--- src/rtl/stream_in.sv ---
// stream_in: input-stream source node feeding the `up` port of one top-row core.
// The host loads 11-bit two's-complement words into a DEPTH-entry circular FIFO.
// The oldest word is moved into a registered head stage (up, head_valid).
// The head is presented to the core through the rready/read handshake.
//
// Build option:
//   STREAM_IN_CLAMP_EN - when defined, host words are saturated to [-999, 999]
//                        before storage; when undefined they are stored as-is.

module stream_in #(
  parameter int DEPTH  = 16,  // FIFO entries, power of two, excluding the head stage
  parameter int ADDR_W = 4    // log2(DEPTH)
) (
  input  logic              clk,
  input  logic              rst,       // asynchronous, active-high
  // host side
  input  logic              wr_en,
  input  logic [10:0]       wr_data,
  output logic              full,
  output logic [ADDR_W+1:0] level,
  output logic              ovf,
  // core side
  input  logic              run,
  output logic [10:0]       up,
  output logic              rready,
  input  logic              read,
  output logic [15:0]       consumed
);

  // The count width can represent DEPTH itself.
  localparam logic [ADDR_W:0] DEPTH_CNT = (ADDR_W+1)'(DEPTH);

`ifdef STREAM_IN_CLAMP_EN
  localparam logic signed [10:0] CLAMP_HI = 11'sd999;
  localparam logic signed [10:0] CLAMP_LO = -11'sd999;
`endif

  // ---------------------------------------------------------------------------
  // State
  // ---------------------------------------------------------------------------
  logic [10:0]       r_mem [DEPTH];
  logic [ADDR_W-1:0] r_wr_ptr;
  logic [ADDR_W-1:0] r_rd_ptr;
  logic [ADDR_W:0]   r_count;
  logic [10:0]       r_up;
  logic              r_head_valid;
  logic              r_ovf;
  logic [15:0]       r_consumed;

  // ---------------------------------------------------------------------------
  // Control
  // ---------------------------------------------------------------------------
  logic [10:0] w_wr_value;   // host word after optional saturation
  logic        w_full;       // FIFO (not counting the head) holds DEPTH words
  logic        w_push;       // host word accepted into the FIFO this edge
  logic        w_consume;    // core takes the head this edge
  logic        w_head_free;  // head stage can accept a new word this edge
  logic        w_pop;        // FIFO entry moves into the head stage this edge

  // Saturate the host word to the core value range when the clamp is built in.
  always_comb begin
    // NOTE: every signal written in an always_comb gets a default on its first
    // line, so no path through the block can leave it unassigned and infer a latch.
    w_wr_value = wr_data;
`ifdef STREAM_IN_CLAMP_EN
    if ($signed(wr_data) > CLAMP_HI) begin
      w_wr_value = CLAMP_HI;
    end else if ($signed(wr_data) < CLAMP_LO) begin
      w_wr_value = CLAMP_LO;
    end
`endif
  end

  // `full` comes from the registered count alone. A write landing on the same
  // edge as a pop from a full FIFO is therefore still rejected.
  assign w_full      = (r_count == DEPTH_CNT);
  assign w_push      = wr_en && !w_full;
  assign rready      = r_head_valid && run;
  assign w_consume   = read && rready;
  assign w_head_free = !r_head_valid || w_consume;
  assign w_pop       = (r_count != '0) && w_head_free;

  // ---------------------------------------------------------------------------
  // Storage
  // ---------------------------------------------------------------------------

  // Write accepted host words into the circular buffer.
  // NOTE: the array has no reset. Cleared pointers and count make stale contents
  // unreachable, and a reset-free array maps onto plain RAM.
  always_ff @(posedge clk) begin
    if (w_push) begin
      r_mem[r_wr_ptr] <= w_wr_value;
    end
  end

  // Advance the pointers and track occupancy. Pointers wrap naturally because DEPTH is 2**ADDR_W.
  // NOTE: sequential state uses non-blocking assignments only, so every register
  // in the block samples values from before the edge, regardless of statement order.
  always_ff @(posedge clk or posedge rst) begin
    if (rst) begin
      r_wr_ptr <= '0;
      r_rd_ptr <= '0;
      r_count  <= '0;
    end else begin
      if (w_push) begin
        r_wr_ptr <= r_wr_ptr + 1'b1;
      end
      if (w_pop) begin
        r_rd_ptr <= r_rd_ptr + 1'b1;
      end
      case ({w_push, w_pop})
        2'b10:   r_count <= r_count + 1'b1;
        2'b01:   r_count <= r_count - 1'b1;
        default: r_count <= r_count;
      endcase
    end
  end

  // ---------------------------------------------------------------------------
  // Head stage
  // ---------------------------------------------------------------------------

  // Refill the head from the FIFO whenever it is free, even while run=0.
  // Drop head_valid when the head is consumed and nothing is waiting behind it.
  // `up` keeps its last value when the head empties.
  always_ff @(posedge clk or posedge rst) begin
    if (rst) begin
      r_up         <= '0;
      r_head_valid <= 1'b0;
    end else if (w_pop) begin
      r_up         <= r_mem[r_rd_ptr];
      r_head_valid <= 1'b1;
    end else if (w_consume) begin
      r_head_valid <= 1'b0;
    end
  end

  // ---------------------------------------------------------------------------
  // Status
  // ---------------------------------------------------------------------------

  // Set the sticky overflow flag on any write that arrives while full.
  always_ff @(posedge clk or posedge rst) begin
    if (rst) begin
      r_ovf <= 1'b0;
    end else if (wr_en && w_full) begin
      r_ovf <= 1'b1;
    end
  end

  // Count words taken by the core. The counter wraps 0xFFFF -> 0.
  always_ff @(posedge clk or posedge rst) begin
    if (rst) begin
      r_consumed <= '0;
    end else if (w_consume) begin
      r_consumed <= r_consumed + 16'd1;
    end
  end

  assign full     = w_full;
  assign level    = {1'b0, r_count} + (ADDR_W+2)'(r_head_valid);
  assign ovf      = r_ovf;
  assign up       = r_up;
  assign consumed = r_consumed;

endmodule

--- config.mk ---
export PLATFORM = sky130hd
export DESIGN_NAME = stream_in
export DESIGN_NICKNAME = d
export VERILOG_FILES = /design/src/rtl/stream_in.sv
export SDC_FILE = /design/constraint.sdc
export NUM_CORES = 1
export LEC_CHECK = 0
export CORE_UTILIZATION = 30
export CTS_BUF_LIST = sky130_fd_sc_hd__clkbuf_8 sky130_fd_sc_hd__clkbuf_16
export CTS_CLUSTER_SIZE = 10
export DETAILED_ROUTE_END_ITERATION = 8
export PLACE_DENSITY = 0.45
export SETUP_SLACK_MARGIN = 0.15
export SLEW_MARGIN = 20
export SYNTH_ARGS = -nofsm -noshare
export SYNTH_HDL_FRONTEND = slang
export SYNTH_SLANG_ARGS = --single-unit
--- constraint.sdc ---
create_clock -name clk -period 5.6 [get_ports clk]
set_input_delay 1.68 -clock clk [delete_from_list [all_inputs] [get_ports clk]]
set_output_delay 1.68 -clock clk [all_outputs]
set_load 0.02 [all_outputs]
=== Word level (Yosys, flattened, before mapping) ===
Memory sizes are Yosys's and may differ from the RTL's. A register that Yosys moved wholly into a read port is not among the register bits.
Index checks and enable logic that the tools add are counted.

* Input port bits: 16
* ROM bits: 0
* Memory bits (writable): 176
* Flip-flop bits (word level): 31
* Memories: 1
* Latch bits: 0

* $lt $le $gt $ge: 0
* Reductions and logical operators: 11
* Muxes and demuxes: 5
* Bitwise operators: 0
* Add/sub/neg operators: 6
* Eq/ne operators: 3
* Div/mod/pow operators: 0
* $mul: 0
* Shifts and indexed selects: 0

{| class="wikitable"
|+ Memories
! name !! words !! bits a word !! read ports !! clocked after memory_dff !! write ports !! line !! RTL
|-
| r_mem || 16 || 11 || 1 || 1 || 1 || 41 || <nowiki>logic [10:0] r_mem [DEPTH];</nowiki>
|}

{| class="wikitable"
|+ Operators with widths
! cell !! count
|-
| 16-bit by 1-bit adder with 16-bit output (second input constant) || 1
|-
| 5-bit case mux with 2 select lines || 1
|-
| 4-bit by 1-bit adder with 4-bit output (second input constant) || 2
|-
| 5-bit by 1-bit adder with 6-bit output || 1
|-
| 5-bit by 1-bit adder with 5-bit output (second input constant) || 1
|-
| 5-bit == test (second input constant) || 1
|-
| 1-bit logical AND || 5
|-
| 5-bit nonzero test || 1
|-
| 5-bit by 1-bit subtractor with 5-bit output (second input constant) || 1
|-
| 1-bit 2-to-1 mux || 4
|-
| 2-bit nonzero test || 2
|-
| 2-bit by 1-bit == test with 1-bit output (second input constant) || 1
|-
| 2-bit == test (second input constant) || 1
|-
| 1-bit logical NOT || 2
|-
| 1-bit logical OR || 1
|}

=== Longest topological paths before layout ===
* Depth after elaboration: 6
* Depth in mapped cells: 13
* Mapped depth without buffers: 12

=== Least setup slack after synthesis ===
Ideal clock, no wire load.

* Path kind: input to register
* From: in read
* To: reg r_count[4]
* Cell stages on the path: 12
* Buffers on the path: 1
* Data arrival time: 3,605 ps
* Slack: 1,870 ps
* Cells stage by stage: nand2_1 > nand2_1 > nand2b_1 > clkbuf_1 > inv_1 > ha_1 > ha_1 > nor2b_1 > o21ai_0 > a21oi_1 > or3b_2 > xnor2_1

* Word-level cells in the longest chain between the ends: 5
* Elaborated cells on any way between the ends: 7

{| class="wikitable"
|+ Ends and longest elaborated chain
! item !! line !! RTL
|-
| start, declared || 26 || <nowiki>input logic read,</nowiki>
|-
| 1-bit logical AND (*) || 79 || <nowiki>assign w_consume = read && rready;</nowiki>
|-
| 1-bit logical OR (*) || 80 || <nowiki>assign w_head_free = !r_head_valid || w_consume;</nowiki>
|-
| 1-bit logical AND (*) || 81 || <nowiki>assign w_pop = (r_count != '0) && w_head_free;</nowiki>
|-
| via w_pop || 58 || <nowiki>logic w_pop;</nowiki>
|-
| 2-bit by 1-bit == test with 1-bit output / 2-bit == test (equally long branches) || 111 || <nowiki>case ({w_push, w_pop})</nowiki>
|-
| 5-bit case mux with 2 select lines / 2-bit nonzero test (equally long branches) || - ||
|-
| end signal, assigned || 112 || <nowiki>2'b10: r_count <= r_count + 1'b1;</nowiki>
|-
| end signal, assigned || 113 || <nowiki>2'b01: r_count <= r_count - 1'b1;</nowiki>
|-
| end signal, assigned || 114 || <nowiki>default: r_count <= r_count;</nowiki>
|-
| end, declared || 44 || <nowiki>logic [ADDR_W:0] r_count;</nowiki>
|}

Mark *: on every way through the listed nets, which the timed path passes. The rest lies on a longest branch.
A chain may end at the register's enable or synchronous reset.

=== Final worst setup path ===
* From: in run
* To: out rready

* Word-level cells in the longest chain between the ends: 1

{| class="wikitable"
|+ Ends and longest elaborated chain
! item !! line !! RTL
|-
| start, declared || 23 || <nowiki>input logic run,</nowiki>
|-
| 1-bit logical AND || 78 || <nowiki>assign rready = r_head_valid && run;</nowiki>
|-
| end, declared || 25 || <nowiki>output logic rready,</nowiki>
|}

Every way passes these cells.

==> results.py <==
metrics = {
    "outcome": {
        "status": "completed",
    },
    "clock_tree": {
        "path_clk_slew_ns": 0.05,
        "post_cts_buffers": 0,
        "clock_sinks": 218,
        "tritoncts.num_buffers": 26,
        "cts_max_level": 1,
        "insertion_delay_ns": 0.52,
        "cts_hold_buf": 0,
        "clockRootBuffer": "clkbuf_16",
        "postCtsResizedCells": 0,
        "clock_path_buffers": 3,
        "tritoncts": "built",
    },
    "timing": {
        "worstMarginPinSlew_ns": 0.7738,
        "slew_headroom_pct": 48.41,
        "fin_crit_ns": 4.613,
        "finalCritPeriodShare_pct": 82.37,
        "setup_viol": 0,
        "maxSlewViolCount": 0,
        "rsz0062_at_grt": "false",
        "final.setup.tns_ns": 0,
        "fmax_mhz": 216.8,
        "fin_skew_ns": 0.01566,
        "hold_viol_final": 0,
    },
    "yosys": {
        "synth_area_leaders": "edfxtp_1 60%, dfrtp_1 12%, mux4_2 8.2%",
        "ys_seq_elements": 218,
        "synth_nets": 511,
        "syn-cell-area_um2": 8803,
        "yosysSeqAreaShare_pct": 71.97,
        "synth_cells": 482,
        "yosysUniqueCellTypes": 34,
        "synth_area_leader_cell": "edfxtp_1",
        "yosys.area.top_type_share_pct": 60.03,
        "avgSynthCellArea_um2": 18.26,
        "yosys_warnings": 0,
    },
    "die": {
        "die-area_um2": 30030,
        "die_y_um": 173.3,
        "top_level_ports": 52,
        "row_count": 62,
        "coreArea_um2": 28780,
        "start_util_pct": 30.59,
        "fp.dieW_um": 173.3,
    },
    "route": {
        "met1Wirelength_um": 8585,
        "vias_per_cell": 4.641,
        "routed-wl-met2_um": 9338,
        "drc": 0,
        "maxUsedRoutingLayer": "met4",
        "vias": 4469,
        "postRouteAntennaNets": 0,
        "first_pass_iters": 4,
        "drt-total-wl_um": 18740,
        "wire_per_inst_um": 19.46,
        "dr_wl_met3_um": 498,
        "drt_iter0_markers": 219,
    },
    "cells_and_area": {
        "final_cell_area_um2": 10610,
        "nets": 587,
        "fillCellCount": 2643,
        "syn_to_final_growth_pct": 20.57,
        "drive_gt1_share_pct": 17.47,
    },
    "power_and_ir_drop": {
        "peakVddDrop_mv": 0.1699,
        "powerDensity_nw_per_um2": 500.3,
        "p_leak_uw": 0.003740,
    },
    "critical_path": {
        "critPathArrivalTime_ns": 2.93,
        "cp-startpoint": "run",
        "reg2reg_to": "r_count[4]",
        "reg2reg_depth": 12,
        "end_kind": "output port",
        "required_ns": 3.92,
        "crit_path_end": "rready",
        "rrSetupSlack_ns": 2.30,
        "cp_max_fo": 4,
        "r2r_start": "r_count[3]",
        "crit_type": "in -> out",
        "start_kind": "primary input",
    },
    "placement": {
        "portBuffers": 51,
        "dpl_cell_area_um2": 9818,
        "dpl.hpwl_um": 11430,
        "gp_congestion": 0.7315,
    },
    "grt": {
        "grt_use_total_pct": 12.82,
        "grt_remaining_overflow": 0,
        "first_global_vias": 4844,
        "antenna_found_initial": 0,
        "grt_max_degree": 43,
        "grt_pass1_wl_um": 29260,
    },
    "run": {
        "drv_cap": 0,
    },
    "worst_hold_path": {
        "holdCritPathClass": "reg -> reg",
    },
}
-- worst min path at each step --
stage                    start         end  cells past startpoint
CTS                        ovf         ovf                      1
finish                     ovf         ovf                      1
global placement           ovf         ovf                      1
floorplan           r_count[0]  r_count[0]                      1
global route               ovf         ovf                      1
detailed placement         ovf         ovf                      1
-- power breakdown --
group,leakage [uW],total [uW],switching (uW),internal [uW]
sequential,0.00211,2240,242,2000
combinational,0.00118,1550,789,758
clock,0.000448,1520,624,894
-- layout by cell type (no fill, tap or decap), types with 9 or more instances in the layout --
cell,n
inv_1,28
ha_1,12
mux2_2,12
dfrtp_1,41
buf_4,19
nand2_1,45
clkbuf_16,26
mux4_1,12
mux2i_1,12
nand3_1,9
o21ai_1,10
clkdlybuf4s50_1,51
edfxtp_1,176
xnor2_1,22
o21ai_0,16
nor2_1,15
mux4_2,32
-- layer usage --
metal	vias up	track usage, %
li1	2014	-
met1	2373	17.35
met3	24	1.732
met2	58	21.54
met4	0	3.650
met5	-	0
-- state kept, by name (all words and copies together), names as in the netlist --
register      flops
ovf               1
up               11
consumed         16
r_head_valid      1
r_rd_ptr          4
r_mem           176
r_count           5
r_wr_ptr          4
-- cell usage after synthesis --
cell	number
a21oi_1	2
nor2b_1	2
and3_1	1
mux4_1	12
nor2_1	15
mux2_2	12
and2_1	2
clkbuf_1	6
buf_4	2
nor4_2	1
ha_1	12
buf_2	8
buf_12	2
buf_6	1
nor4_1	1
mux2i_1	12
nor3_1	5
o21ai_1	10
or3b_2	1
fa_1	1
dfrtp_1	42
mux4_2	32
nand3_1	9
inv_1	11
and4_1	3
nand2b_1	3
nand2_1	45
o21ai_0	16
edfxtp_1	176
a21o_1	2
nand4_1	4
buf_1	3
xnor2_1	22
xor2_1	6
-- metrics by stage --
stage / cells / hold WS (ns) / setup WS, ns / power, uW / utilization [%]
floorplan: 482 / 0.5026 / 1.870 / 3287 / -
global placement: 914 / 0.4447 / 0.9988 / 3837 / 34.11
detailed placement: 914 / 0.4428 / 0.9815 / 3863 / 34.11
CTS: 962 / 0.4544 / 0.9854 / 5403 / 36.84
global route: 962 / 0.4808 / 0.9384 / 5598 / 36.87
finish: 963 / 0.4495 / 0.9872 / 5310 / 36.88
-- final cells by class --
class                           count  area, um2  share of cell area [%]
Timing Repair Buffer               70      653.1                   6.153
Clock inverter                     21      118.9                   1.120
Sequential cell                   218       6340                   59.73
Inverter                           11      42.54                  0.4008
Tap cell                          384      480.5                   4.527
Antenna cell                        1      2.502                 0.02358
Clock buffer                       27      664.4                   6.260
Multi-Input combinational cell    231       2312                   21.78
-- logic make-up (layout without fill, tap and decap cells) --
logic type	Yosys count	count (layout)	synth area share (%)
compound gates	30	30	1.762
xor+xnor	28	28	2.786
fa+ha+maj	13	13	1.933
buf+inv	33	129	2.061
flops	218	218	71.97
mux	68	68	14.67
other cells	0	1	0
simple gates	92	92	4.818
-- critical path, stage by stage --
cell             delay, ns
clkdlybuf4s50_1       0.51
and2_1                0.14
clkdlybuf4s50_1       0.59
No activity file was read; power rests on OpenSTA's default activity.
==> RTL edit, RTL diff (same flow settings) <==
Set the parameter `ADDR_W` to 3 (it was 4).
--- a/src/rtl/stream_in.sv
+++ b/src/rtl/stream_in.sv
@@ -9,7 +9,7 @@
 
 module stream_in #(
   parameter int DEPTH  = 16,  // FIFO entries, power of two, excluding the head stage
-  parameter int ADDR_W = 4    // log2(DEPTH)
+  parameter int ADDR_W = 3    // log2(DEPTH)
 ) (
   input  logic              clk,
   input  logic              rst,       // asynchronous, active-high
Ports: changed (resized level); port bits go from 52 to 51. No check against the original RTL was run, so the function may have changed too.
==> RTL edit against the original RTL <==
Cell area down 38%. Power shrank 34%. Combinational power fell by 38%. Final cell count down 38%. Sequential cell count decreased by 91. Wire length down 46%. Sequential share of layout area shrank 4.3 points. Setup slack got worse by 0.028 ns. Synthesized area shrank 42%. Critical path type unchanged.
==> RTL edit: results (changes against the original RTL) <==
CTS
  – CTS buffer count: 17 (-35%)
  – Htree depth: 4 (+3)
  – Clk Latency, worst-skew pair: 0.41 ns (-0.11 ns)
  – Post_cts resized: 0 (unchanged)
  – CTS max path bufs: 2 (-1)

Routing
  – Met3 WL: 400 um (-20%)
  – First DRT Iteration DRCs: 115 (-47%)
  – Drt total wl: 10.2 mm (-46%)
  – Vias: 2706 (-39%)
  – Router iterations before antenna repair: 4 (unchanged)
  – Vias/cell: 4.52 (-2.7%)
  – Met1 wire length: 5.02 mm (-42%)
  – Met2 wire length: 4.68 mm (-50%)

STA
  – Skew final: 0.00699 ns (-0.00867 ns)
  – Slew margin rel.: 38.5% (-9.9 points)

Synthesis
  – Mapped Nets: 320 (-37%)
  – Seq/Total Area, Yosys: 71.0% (-0.97 points)
  – Yosys cell types: 35 (+2.9%)
  – Most used DFF post-synth: edfxtp_1
  – Top cells by area, synth: edfxtp_1 (52%), dfrtp_1 (19%), mux4_2 (9.7%), xnor2_1 (2.7%), mux2i_1 (2.2%)
  – Synth top cells by count: edfxtp_1 (88), dfrtp_1 (39), mux4_2 (22)
  – Ys async rst share: 30.7% (+11 points)
  – Cells after synthesis: 296 (-39%)
  – Post-synth EDFFs: 88 (-50%)

Critical path
  – FF-to-FF End: r_count[2]$_DFFE_PP0P_
  – Critical R2R Launch: r_count[1]$_DFFE_PP0P_
  – Flop2flop setup slack: 3.11 ns (+0.81 ns)
  – Worst Path Arrival: 2.96 ns (+0.03 ns)
  – Maximum net fanout on the critical path: 5 (+1)
  – Reg2reg path depth: 10 (-2)

Place
  – IO Port Bufs: 50 (-2.0%)
  – Post-DP HPWL: 6.12 mm (-46%)
  – Placer Congestion: 0.689 (-5.9%)
  – DP Cell Count: 567 (-38%)

Power and ir drop
  – Peak supply drop: 282 uV (+66%)
  – Leak: 2.37 nW (-37%)

Global routing
  – GRT Util Overall: 12.9% (+0.12 points)
  – GR Layer Usage met3: 4.27% (+2.5 points)
  – Grt met2 use: 19.3% (-2.3 points)
  – Vias in the first global route: 2815 (-42%)
  – First-pass GRT wire length: 16.4 mm (-44%)
  – Met1 Usage GRT: 17.5% (+0.16 points)
  – Pin count of the biggest net entering global routing: 40 (-7.0%)

Cells and area
  – Share of post-route cells with drive strength above 1: 18.5% (+1.0 points)
  – Nets@finish: 390 (-34%)
  – Number of flip-flops in the largest register: 88 (-50%)
  – # diodes: 0 (-1)

Min path
  – Hold Crit Start: ovf$_DFFE_PP0P_

Status
  – Status: finished clean
## RTL edit: logic make-up (layout without fill, tap and decap cells)
family | count (synthesis) | count (layout) | synth area share (%)
flops | 127 | 127 | 71.0
simple gates | 72 | 72 | 7.17
mux | 35 | 35 | 12.3
xor+xnor | 25 | 25 | 4.30
compound gates | 17 | 17 | 1.89
buf+inv | 12 | 95 | 1.35
fa+ha+maj | 8 | 8 | 1.96
## RTL edit: area by class of cell
| cell class | count | area (um2) |
|---|---|---|
| Clock buffer | 17 | 425 |
| Clock inverter | 15 | 203 |
| Fill cell | 1542 | 10100 |
| Inverter | 2 | 7.51 |
| Multi-Input combinational cell | 157 | 1420 |
| Sequential cell | 127 | 3620 |
| Tap cell | 220 | 275 |
| Timing Repair Buffer | 61 | 583 |
## RTL edit: worst max-delay path by stage
stage	from	slack (ns)	cells after the start	endpoint
final	run	0.96	3	rready
after global routing	run	0.92	3	rready
after CTS	run	0.95	3	rready
after detailed placement	run	0.96	3	rready
after global placement	run	0.97	3	rready
after floorplan	run	2.03	1	rready
## RTL edit: critical path, cell delays in order
cell,delay [ns]
clkdlybuf4s50_1,0.54
and2_1,0.15
clkdlybuf4s50_1,0.59
## RTL edit: metrics by stage
stage	setup WS [ns]	total power [W]	instance area, um2	hold slack [ns]
after detailed placement	0.956	0.00240	5900	0.454
final	0.959	0.00353	6530	0.462
after global routing	0.918	0.00373	6530	0.479
after floorplan	2.03	0.00202	5100	0.485
after global placement	0.966	0.00239	5900	0.445
after CTS	0.953	0.00359	6530	0.466
## RTL edit: where the power goes
group | total (W) | switching (W) | internal [W] | leakage, nW
logic | 0.000963 | 0.000464 | 0.000499 | 0.785
registers | 0.00140 | 0.000190 | 0.00120 | 1.27
clock network | 0.00117 | 0.000392 | 0.000779 | 0.312
